$ cat src/rtl/sram_port_arbiter.sv
// sram_port_arbiter
//   Shares one simple-dual-port SRAM (one write port, one read port) between
//   NUM_REQ requesters. A round-robin arbiter grants at most one request per
//   cycle. The granted access becomes a registered SRAM command on the next
//   cycle. Read data is returned to the issuing requester with a one-hot
//   strobe, RD_LATENCY cycles after the read enable.
//
//   Optional feature macro: ARB_PERF_CNT_EN adds two saturating 32-bit
//   performance counters (accepts, multi-request cycles).
//
// Ports
//   clk_i, rst_i          clock, synchronous active-high reset
//   req_valid_i/we_i      per-requester request valid and write select
//   req_addr_i/wdata_i    packed per-requester address / write data
//   req_ready_o           one-hot grant (accept = valid & ready)
//   rsp_valid_o           one-hot read-response strobe
//   rsp_rdata_o           read data, meaningful while rsp_valid_o != 0
//   mem_wr_*_o            SRAM write port command
//   mem_rd_*_o            SRAM read port command
//   mem_rd_data_i         SRAM read data
//   perf_grant_cnt_o      (ARB_PERF_CNT_EN) accepts since reset
//   perf_conflict_cnt_o   (ARB_PERF_CNT_EN) cycles with >= 2 requests
module sram_port_arbiter #(
   parameter int NUM_REQ    = 4,
   parameter int ADDR_W     = 3,
   parameter int DATA_W     = 16,
   parameter int RD_LATENCY = 1
) (
   input  logic                      clk_i,
   input  logic                      rst_i,
   input  logic [NUM_REQ-1:0]        req_valid_i,
   input  logic [NUM_REQ-1:0]        req_we_i,
   input  logic [NUM_REQ*ADDR_W-1:0] req_addr_i,
   input  logic [NUM_REQ*DATA_W-1:0] req_wdata_i,
   output logic [NUM_REQ-1:0]        req_ready_o,
   output logic [NUM_REQ-1:0]        rsp_valid_o,
   output logic [DATA_W-1:0]         rsp_rdata_o,
   output logic                      mem_wr_en_o,
   output logic [ADDR_W-1:0]         mem_wr_addr_o,
   output logic [DATA_W-1:0]         mem_wr_data_o,
   output logic                      mem_rd_en_o,
   output logic [ADDR_W-1:0]         mem_rd_addr_o,
   input  logic [DATA_W-1:0]         mem_rd_data_i
`ifdef ARB_PERF_CNT_EN
   ,
   output logic [31:0]               perf_grant_cnt_o,
   output logic [31:0]               perf_conflict_cnt_o
`endif
);

   localparam int             PTR_W     = $clog2(NUM_REQ);
   localparam logic [PTR_W:0] NUM_REQ_W = (PTR_W+1)'(NUM_REQ);

   logic [PTR_W-1:0]  ptr_q;
   logic [PTR_W-1:0]  grant_idx;
   logic              grant_found;
   logic [PTR_W:0]    scan_idx;
   logic [PTR_W:0]    ptr_next;
   logic              grant_we;
   logic [ADDR_W-1:0] grant_addr;
   logic [DATA_W-1:0] grant_wdata;

   logic              wr_en_p1;
   logic [ADDR_W-1:0] wr_addr_p1;
   logic [DATA_W-1:0] wr_data_p1;
   logic              rd_en_p1;
   logic [ADDR_W-1:0] rd_addr_p1;

   // One-hot id of the read in each stage; a non-zero entry doubles as the
   // stage valid. Entry 0 lines up with mem_rd_en_o, entry RD_LATENCY with
   // the cycle the SRAM presents the data.
   logic [NUM_REQ-1:0] rsp_id_p [RD_LATENCY+1];

   // ---- stage p0: round-robin arbitration (combinational) ----
   // Scan starts at the pointer and wraps; the first valid requester wins.
   always_comb begin
      grant_found = 1'b0;
      grant_idx   = '0;
      scan_idx    = '0;
      for (int i = 0; i < NUM_REQ; i++) begin
         scan_idx = {1'b0, ptr_q} + (PTR_W+1)'(i);
         if (scan_idx >= NUM_REQ_W) scan_idx = scan_idx - NUM_REQ_W;
         if (!grant_found && req_valid_i[scan_idx[PTR_W-1:0]]) begin
            grant_found = 1'b1;
            grant_idx   = scan_idx[PTR_W-1:0];
         end
      end
      if (rst_i) grant_found = 1'b0;

      ptr_next = {1'b0, grant_idx} + (PTR_W+1)'(1);
      if (ptr_next == NUM_REQ_W) ptr_next = '0;
   end

   assign req_ready_o = grant_found ? (NUM_REQ'(1) << grant_idx) : '0;
   assign grant_we    = req_we_i[grant_idx];
   assign grant_addr  = req_addr_i[int'(grant_idx)*ADDR_W +: ADDR_W];
   assign grant_wdata = req_wdata_i[int'(grant_idx)*DATA_W +: DATA_W];

   // ---- stage p1: registered SRAM command ----
   always_ff @(posedge clk_i) begin
      if (rst_i) begin
         ptr_q      <= '0;
         wr_en_p1   <= 1'b0;
         rd_en_p1   <= 1'b0;
         wr_addr_p1 <= '0;
         wr_data_p1 <= '0;
         rd_addr_p1 <= '0;
      end else begin
         wr_en_p1 <= grant_found & grant_we;
         rd_en_p1 <= grant_found & ~grant_we;
         if (grant_found) begin
            ptr_q <= ptr_next[PTR_W-1:0];
            if (grant_we) begin
               wr_addr_p1 <= grant_addr;
               wr_data_p1 <= grant_wdata;
            end else begin
               rd_addr_p1 <= grant_addr;
            end
         end
      end
   end

   // ---- stages p1..p(1+RD_LATENCY): read-response id pipeline ----
   always_ff @(posedge clk_i) begin
      if (rst_i) begin
         for (int s = 0; s <= RD_LATENCY; s++) rsp_id_p[s] <= '0;
      end else begin
         rsp_id_p[0] <= (grant_found && !grant_we) ? req_ready_o : '0;
         for (int s = 1; s <= RD_LATENCY; s++) rsp_id_p[s] <= rsp_id_p[s-1];
      end
   end

   // Outputs are forced low while reset is held so nothing leaks out during
   // the reset cycle itself (registered state clears on the reset edge).
   assign mem_wr_en_o   = wr_en_p1 & ~rst_i;
   assign mem_rd_en_o   = rd_en_p1 & ~rst_i;
   assign mem_wr_addr_o = rst_i ? '0 : wr_addr_p1;
   assign mem_wr_data_o = rst_i ? '0 : wr_data_p1;
   assign mem_rd_addr_o = rst_i ? '0 : rd_addr_p1;
   assign rsp_valid_o   = rst_i ? '0 : rsp_id_p[RD_LATENCY];
   // SRAM data arrives in the same cycle as the last id stage, so it is
   // passed straight through rather than registered.
   assign rsp_rdata_o   = (rsp_valid_o != '0) ? mem_rd_data_i : '0;

`ifdef ARB_PERF_CNT_EN
   function automatic logic [31:0] sat_inc(input logic [31:0] v);
      return (v == 32'hFFFF_FFFF) ? v : v + 32'd1;
   endfunction

   logic        multi_valid;
   logic [31:0] grant_cnt_q;
   logic [31:0] conflict_cnt_q;

   // Clearing the lowest set bit leaves something only if >= 2 bits were set.
   assign multi_valid = (req_valid_i & (req_valid_i - NUM_REQ'(1))) != '0;

   always_ff @(posedge clk_i) begin
      if (rst_i) begin
         grant_cnt_q    <= '0;
         conflict_cnt_q <= '0;
      end else begin
         if (grant_found) grant_cnt_q    <= sat_inc(grant_cnt_q);
         if (multi_valid) conflict_cnt_q <= sat_inc(conflict_cnt_q);
      end
   end

   assign perf_grant_cnt_o    = grant_cnt_q;
   assign perf_conflict_cnt_o = conflict_cnt_q;
`endif

endmodule

$ cat config.mk
export PLATFORM = sky130hd
export DESIGN_NAME = sram_port_arbiter
export DESIGN_NICKNAME = d
export VERILOG_FILES = /design/src/rtl/sram_port_arbiter.sv
export SDC_FILE = /design/constraint.sdc
export NUM_CORES = 1
export LEC_CHECK = 0
export BUFFER_PORTS_ARGS = -buffer_cell sky130_fd_sc_hd__buf_2
export CAP_MARGIN = 20
export CORE_UTILIZATION = 46
export DETAILED_ROUTE_END_ITERATION = 8
export GPL_TIMING_DRIVEN = 0
export HOLD_SLACK_MARGIN = 0.12
export MAX_ROUTING_LAYER = met4
export PLACE_DENSITY = 0.86
export SLEW_MARGIN = 25
export SYNTH_ARGS = -nofsm -noshare
export SYNTH_HDL_FRONTEND = slang
export SYNTH_SLANG_ARGS = --single-unit
$ cat constraint.sdc
create_clock -name clk_i -period 6.2 [get_ports clk_i]
set_clock_uncertainty 0.15 [all_clocks]
set_input_delay 0.31 -clock clk_i [delete_from_list [all_inputs] [get_ports clk_i]]
set_output_delay 0.31 -clock clk_i [all_outputs]
set_load 0.02 [all_outputs]
* Yosys cells after proc, flatten, opt, wreduce, memory -nomap -nowiden
Memories as Yosys holds them, arrays and structs flattened.
Index checks and enable logic that the tools add are counted.
** Word-level totals
- Register bits after elaboration :: 26
- Memory bits (writable) :: 8
- Bits of input ports :: 102
- Output and inout bits :: 48
- Memories kept :: 1
** Operators by class
- Add/sub/neg operators :: 8
- Multipliers :: 1
- Order comparisons :: 9
- Equality and inequality tests :: 1
- Shift operators :: 3
- Multiplexer cells :: 36
- Bitwise operators :: 8
- Reduce and logical (&&, ||, !) cells :: 11
** Memory list
- rsp_id_p :: words 2, width 4, rd ports 2, clocked after memory_dff 0, wr ports 2, RTL line 72 : logic [NUM_REQ-1:0] rsp_id_p [RD_LATENCY+1];
** Operators with widths (count)
- $shiftx 64x7->16 :: 1
- $mux 16 :: 2
- $mux 4 :: 5
- $mux 2 :: 9
- $lt 2x3->1 const B :: 5
- $mux 1 :: 13
- $shiftx 12x5->3 :: 1
- $bmux 1 s2 :: 5
- $ge 3x3->1 const B :: 3
- $sub 2x1->2 const B :: 4
- $add 2x1->3 const B :: 2
- $add 2x2->3 const B :: 2
- $mux 3 :: 2
- $and 1x1->1 :: 4
- $logic_and 1x1->1 :: 4
- $logic_not 1->1 :: 4
- $mul 2x2->4 const B :: 1
- $reduce_and 2->1 :: 2
- $reduce_bool 4->1 :: 1
- $shl 1x2->4 const A :: 1
- $eq 3x3->1 const B :: 1
- $ge 2x3->1 const B :: 1
- $not 1->1 :: 2
- $or 1x1->1 :: 2

* Logic depth before layout (Yosys ltp)
- Depth after elaboration :: 20
- Gate-level depth with buffers :: 9
- Mapped depth without buffers :: 7

* Worst setup path after synthesis
No wires, ideal clock.
- Kind :: reg-to-output
- Start point :: reg ptr_q[1]
- End point :: out req_ready_o[3]
- Arrival :: 1.881 ns
- Required time :: 5.740 ns
- Path slack :: 3.859 ns
- Stages on the path, launching flop included :: 7
- Buffers on the path :: 1
- Cell sequence :: dfxtp_1 > mux2i_1 > nor2_2 > a311oi_4 > buf_2 > ha_1 > and2_1
** Between the ends
- Cells in the longest elaborated chain, start to end :: 16
** RTL lines
- start: declaration :: RTL line 54 : logic [PTR_W-1:0] ptr_q;
- start signal: assignment :: RTL line 112 : ptr_q <= ptr_next[PTR_W-1:0];
- branches (longest 15 deep; another with $add 2x1->3)
- $mux 4 * :: RTL line 94 : assign req_ready_o = grant_found ? (NUM_REQ'(1) << grant_idx) : '0;
- end: declaration :: RTL line 35 : output logic [NUM_REQ-1:0] req_ready_o,
Every way passes the cells marked *. The select of a mux whose other input is x is not followed.

* Worst setup path in the final report
Ends and elaborated chain as after synthesis.

==> metrics.log <==
INFO  metric commonest_cells_in_the_netlist = sky130_fd_sc_hd__mux2i_1 (59), sky130_fd_sc_hd__nor2b_1 (45), sky130_fd_sc_hd__dfxtp_1 (34)
INFO  metric synth_top_family_by_area = multiplexers
INFO  metric fp.dieW = 72.9 um
INFO  metric drc = 0
INFO  metric layout.nets = 484
INFO  metric unrepaired_setup_endpoints_after_global_routing = false
INFO  metric max-clock-path-buffers = 2
INFO  metric postCtsHoldBufs = 0
INFO  metric drt_first_iter_violations = 58
INFO  metric worst_pin_slew = 0.900 ns
INFO  metric synth_area_in_simple_gates = 17.8%
INFO  metric power.density = 240 mW/mm^2
INFO  metric pin_count = 150
INFO  metric hold-worst-slack = approximately 0.29 ns
INFO  metric worstSetupPathType = reg -> out
INFO  metric gpl.final_weighted_congestion = 0.772
INFO  metric number_of_antenna_cells_inserted = 0
INFO  metric grt_remaining_overflow = 0
INFO  metric seq_area_frac_synth = 29.5%
INFO  metric synth.largest_area_cell = sky130_fd_sc_hd__dfxtp_1
INFO  metric instances_no_fill = 445
INFO  metric synth_edf_count = 0
INFO  metric ir_drop = 0.000144 V
INFO  metric synth.top_cells.by_area = sky130_fd_sc_hd__dfxtp_1 (29%), sky130_fd_sc_hd__mux2i_1 (26%), sky130_fd_sc_hd__nor2b_1 (12%)
INFO  metric clkSlewWorstSetupHoldPaths = 0.06 ns
INFO  metric grt_pass1_wl = 8.47 mm
INFO  metric async_reset_ff_share = 0%
INFO  metric setup_slack = 3.29 ns
INFO  metric htree_levels = 2
INFO  metric cp_data_arrival_time = roughly 2.5 ns
INFO  metric timing.fmax = 0.344 GHz
INFO  metric worst_hold_path_type = reg -> reg
INFO  metric endpoint_kind = output port
INFO  metric netlist-cell-type-count = 31
INFO  metric detail_route.wirelength = 5.55 mm
INFO  metric groute.usage.overall = 21.9%
INFO  metric met1_layer_usage_reported_by_global_route = 21.6%
INFO  metric routed_via_density = 4.82
INFO  metric synth.top_cell.area_share = 29.5%
INFO  metric relative_area_change_from_synthesis_to_final_layout = 39.2%
INFO  metric post_route_setup_tns = 0 ns
INFO  metric start_kind = register
INFO  metric std_cell_rows = 25
INFO  metric met3_grt_util = between 5 and 6%
INFO  metric timing.max_slew.rel_slack = 39.5%
INFO  metric clock-root-buffer = sky130_fd_sc_hd__clkbuf_8
INFO  metric finalWorstPathRequiredPeriod = 2.91 ns
INFO  metric mappedNetlistNets = around 330
INFO  metric grt_util_met2 = 41.8%
INFO  metric fill_cells = 383
INFO  metric crit_fanout = 11
INFO  metric synth_compound_gate_area_share = 5.79%
INFO  metric tritoncts = yes
INFO  metric yosys.area_share.xor_xnor = 0%
INFO  metric grt.busiest_layer = met2
INFO  metric slew_viols_final = 0
INFO  metric synth-adder-area-share = 2.17%
INFO  metric run_status = completed
INFO  metric count_of_vias_placed_by_the_detailed_router = about 2100
INFO  metric fp.dieArea = approximately 0.0053 mm^2
INFO  metric min_period_over_period = 47.0%
INFO  metric dominantRegCellSynth = sky130_fd_sc_hd__dfxtp_1
INFO  metric dr.pass1.iters = 4
INFO  metric required_arrival_time_at_the_worst_endpoint = 5.74 ns
INFO  metric pre_cts_ws = about 3.6 ns
INFO  metric hpwlAfterDp = between 4 and 5 mm
INFO  metric leakage_dissipation = 1.72 nW
INFO  metric place.detailed.instances = 438
INFO  metric netlist_area = roughly 0.0023 mm^2
INFO  metric y_dimension_of_the_die = 72.9 um
INFO  metric drive_gt1_share = 50.8%
INFO  metric final_core_utilization = approximately two thirds
INFO  metric syn_area_per_cell = 10.4 um^2
INFO  metric post_synth_inst_count = 222
INFO  metric setup_viol_count_final = 0
INFO  metric grt_pass1_vias = approximately 2000
INFO  metric coreArea = 0.00479 mm^2
INFO  metric most_frequent_cell_after_synthesis = sky130_fd_sc_hd__mux2i_1
INFO  metric synth_mux_area_share = 39.8%
INFO  metric cts.repair.resized = 0
INFO  metric antenna_found_initial = 0
INFO  metric final_hold_viol_count = 0
INFO  metric num_clock_sinks = 34
INFO  metric synthesis.yosys.warnings = 0
INFO  metric clk-insertion-delay-late = 0.28 ns
INFO  metric grt_max_degree = 12
INFO  metric cts_setup_buffers = 0
INFO  metric io_buffers = between 100 and 150
INFO  metric cts_inserted_buffers = 5
INFO  metric ant_nets = 0
INFO  metric yosys_register_bits = 34
INFO  metric drt_wl_cell = 12.5 um
INFO  metric initial_utilization = between 40% and 50%
INFO  metric max_cap_viol_count = 0
[cell usage in the layout, fill, tap and decap left out, types with 2 or more instances in the layout]
master,n
sky130_fd_sc_hd__clkbuf_1,6
sky130_fd_sc_hd__buf_6,3
sky130_fd_sc_hd__buf_2,154
sky130_fd_sc_hd__clkbuf_8,5
sky130_fd_sc_hd__dfxtp_1,34
sky130_fd_sc_hd__mux2_2,3
sky130_fd_sc_hd__inv_2,2
sky130_fd_sc_hd__mux2i_1,59
sky130_fd_sc_hd__a21oi_1,3
sky130_fd_sc_hd__nor2_1,2
sky130_fd_sc_hd__ha_1,4
sky130_fd_sc_hd__o21ai_1,4
sky130_fd_sc_hd__mux2i_4,2
sky130_fd_sc_hd__mux2_4,16
sky130_fd_sc_hd__nor2b_1,45
sky130_fd_sc_hd__nand2_1,3
sky130_fd_sc_hd__inv_1,7
sky130_fd_sc_hd__o221ai_1,3
sky130_fd_sc_hd__and2_1,9
sky130_fd_sc_hd__nand2b_1,2
[power breakdown]
group / internal, mW / leakage [nW] / switching (mW)
logic: 0.178 / 1.40 / 0.173
clock network: 0.0772 / 0.0383 / 0.0727
registers: 0.259 / 0.280 / 0.0105
total: 0.514 / 1.72 / 0.256
[cells by family (layout without fill, tap and decap cells)]
logic type	count (synthesis)	count (layout)
adder cells (fa/ha/maj)	4	4
buffers and inverters	22	178
flip-flops	34	34
multiplexers	81	81
AND/OR/NAND/NOR	66	66
AO/OA/AOI/OAI	15	15
[state kept, by name (all words and copies together), names as in the netlist]
name        cells
rsp_id_p        8
wr_addr_p1      3
wr_data_p1     16
rd_en_p1        1
wr_en_p1        1
rd_addr_p1      3
ptr_q           2
[final cells by class]
cell class              instances  area (um^2)  area share [%]
repair buffers                149          746            23.2
inverters                       9         33.8            1.05
well taps                      67         83.8            2.61
multi-input cells             166         1520            47.1
clock buffers                   7         76.3            2.37
plain buffers                  13         81.3            2.53
flip-flops and latches         34          681            21.2
[path summary, 6_finish.rpt]
path | start | to | cells after the start | slack [ns]
setup reg to reg | ptr_q[1]$_SDFFE_PP0P_ | wr_data_p1[5]$_SDFFE_PP0P_ | 7 | 3.71
hold / removal | rsp_id_p[0][1]$_SDFF_PP0_ | rsp_id_p[0][5]$_SDFF_PP0_ | 1 | 0.29
hold reg to reg | rsp_id_p[0][1]$_SDFF_PP0_ | rsp_id_p[0][5]$_SDFF_PP0_ | 1 | 0.29
setup / recovery | ptr_q[1]$_SDFFE_PP0P_ | req_ready_o[3] | 7 | 3.29
[critical path: stages, from the launching register on]
cell and delay (ns):
sky130_fd_sc_hd__dfxtp_1 0.49, sky130_fd_sc_hd__mux2i_1 0.25, sky130_fd_sc_hd__nor2_2 0.06, sky130_fd_sc_hd__a311oi_4 0.49
sky130_fd_sc_hd__buf_2 0.39, sky130_fd_sc_hd__ha_1 0.19, sky130_fd_sc_hd__and2_1 0.13, sky130_fd_sc_hd__buf_2 0.16
[metrics by stage]
| step | area (um^2) | power (mW) |
|---|---|---|
| after floorplan | 2310 | 0.530 |
| after global placement | 3140 | 0.618 |
| after detailed placement | 3140 | 0.629 |
| after CTS | 3220 | 0.775 |
| after global routing | 3220 | 0.816 |
| final | 3220 | 0.771 |
[routing by layer]
metal  wire length (um)  share of wire [%]  up-vias
met5                  0                  0        -
li1                   -                  -     1077
met4                 59                1.1        0
met2               2910                 52      107
met3                391                7.0        4
met1               2190                 39      956
Power figures use the tool's default switching activity.
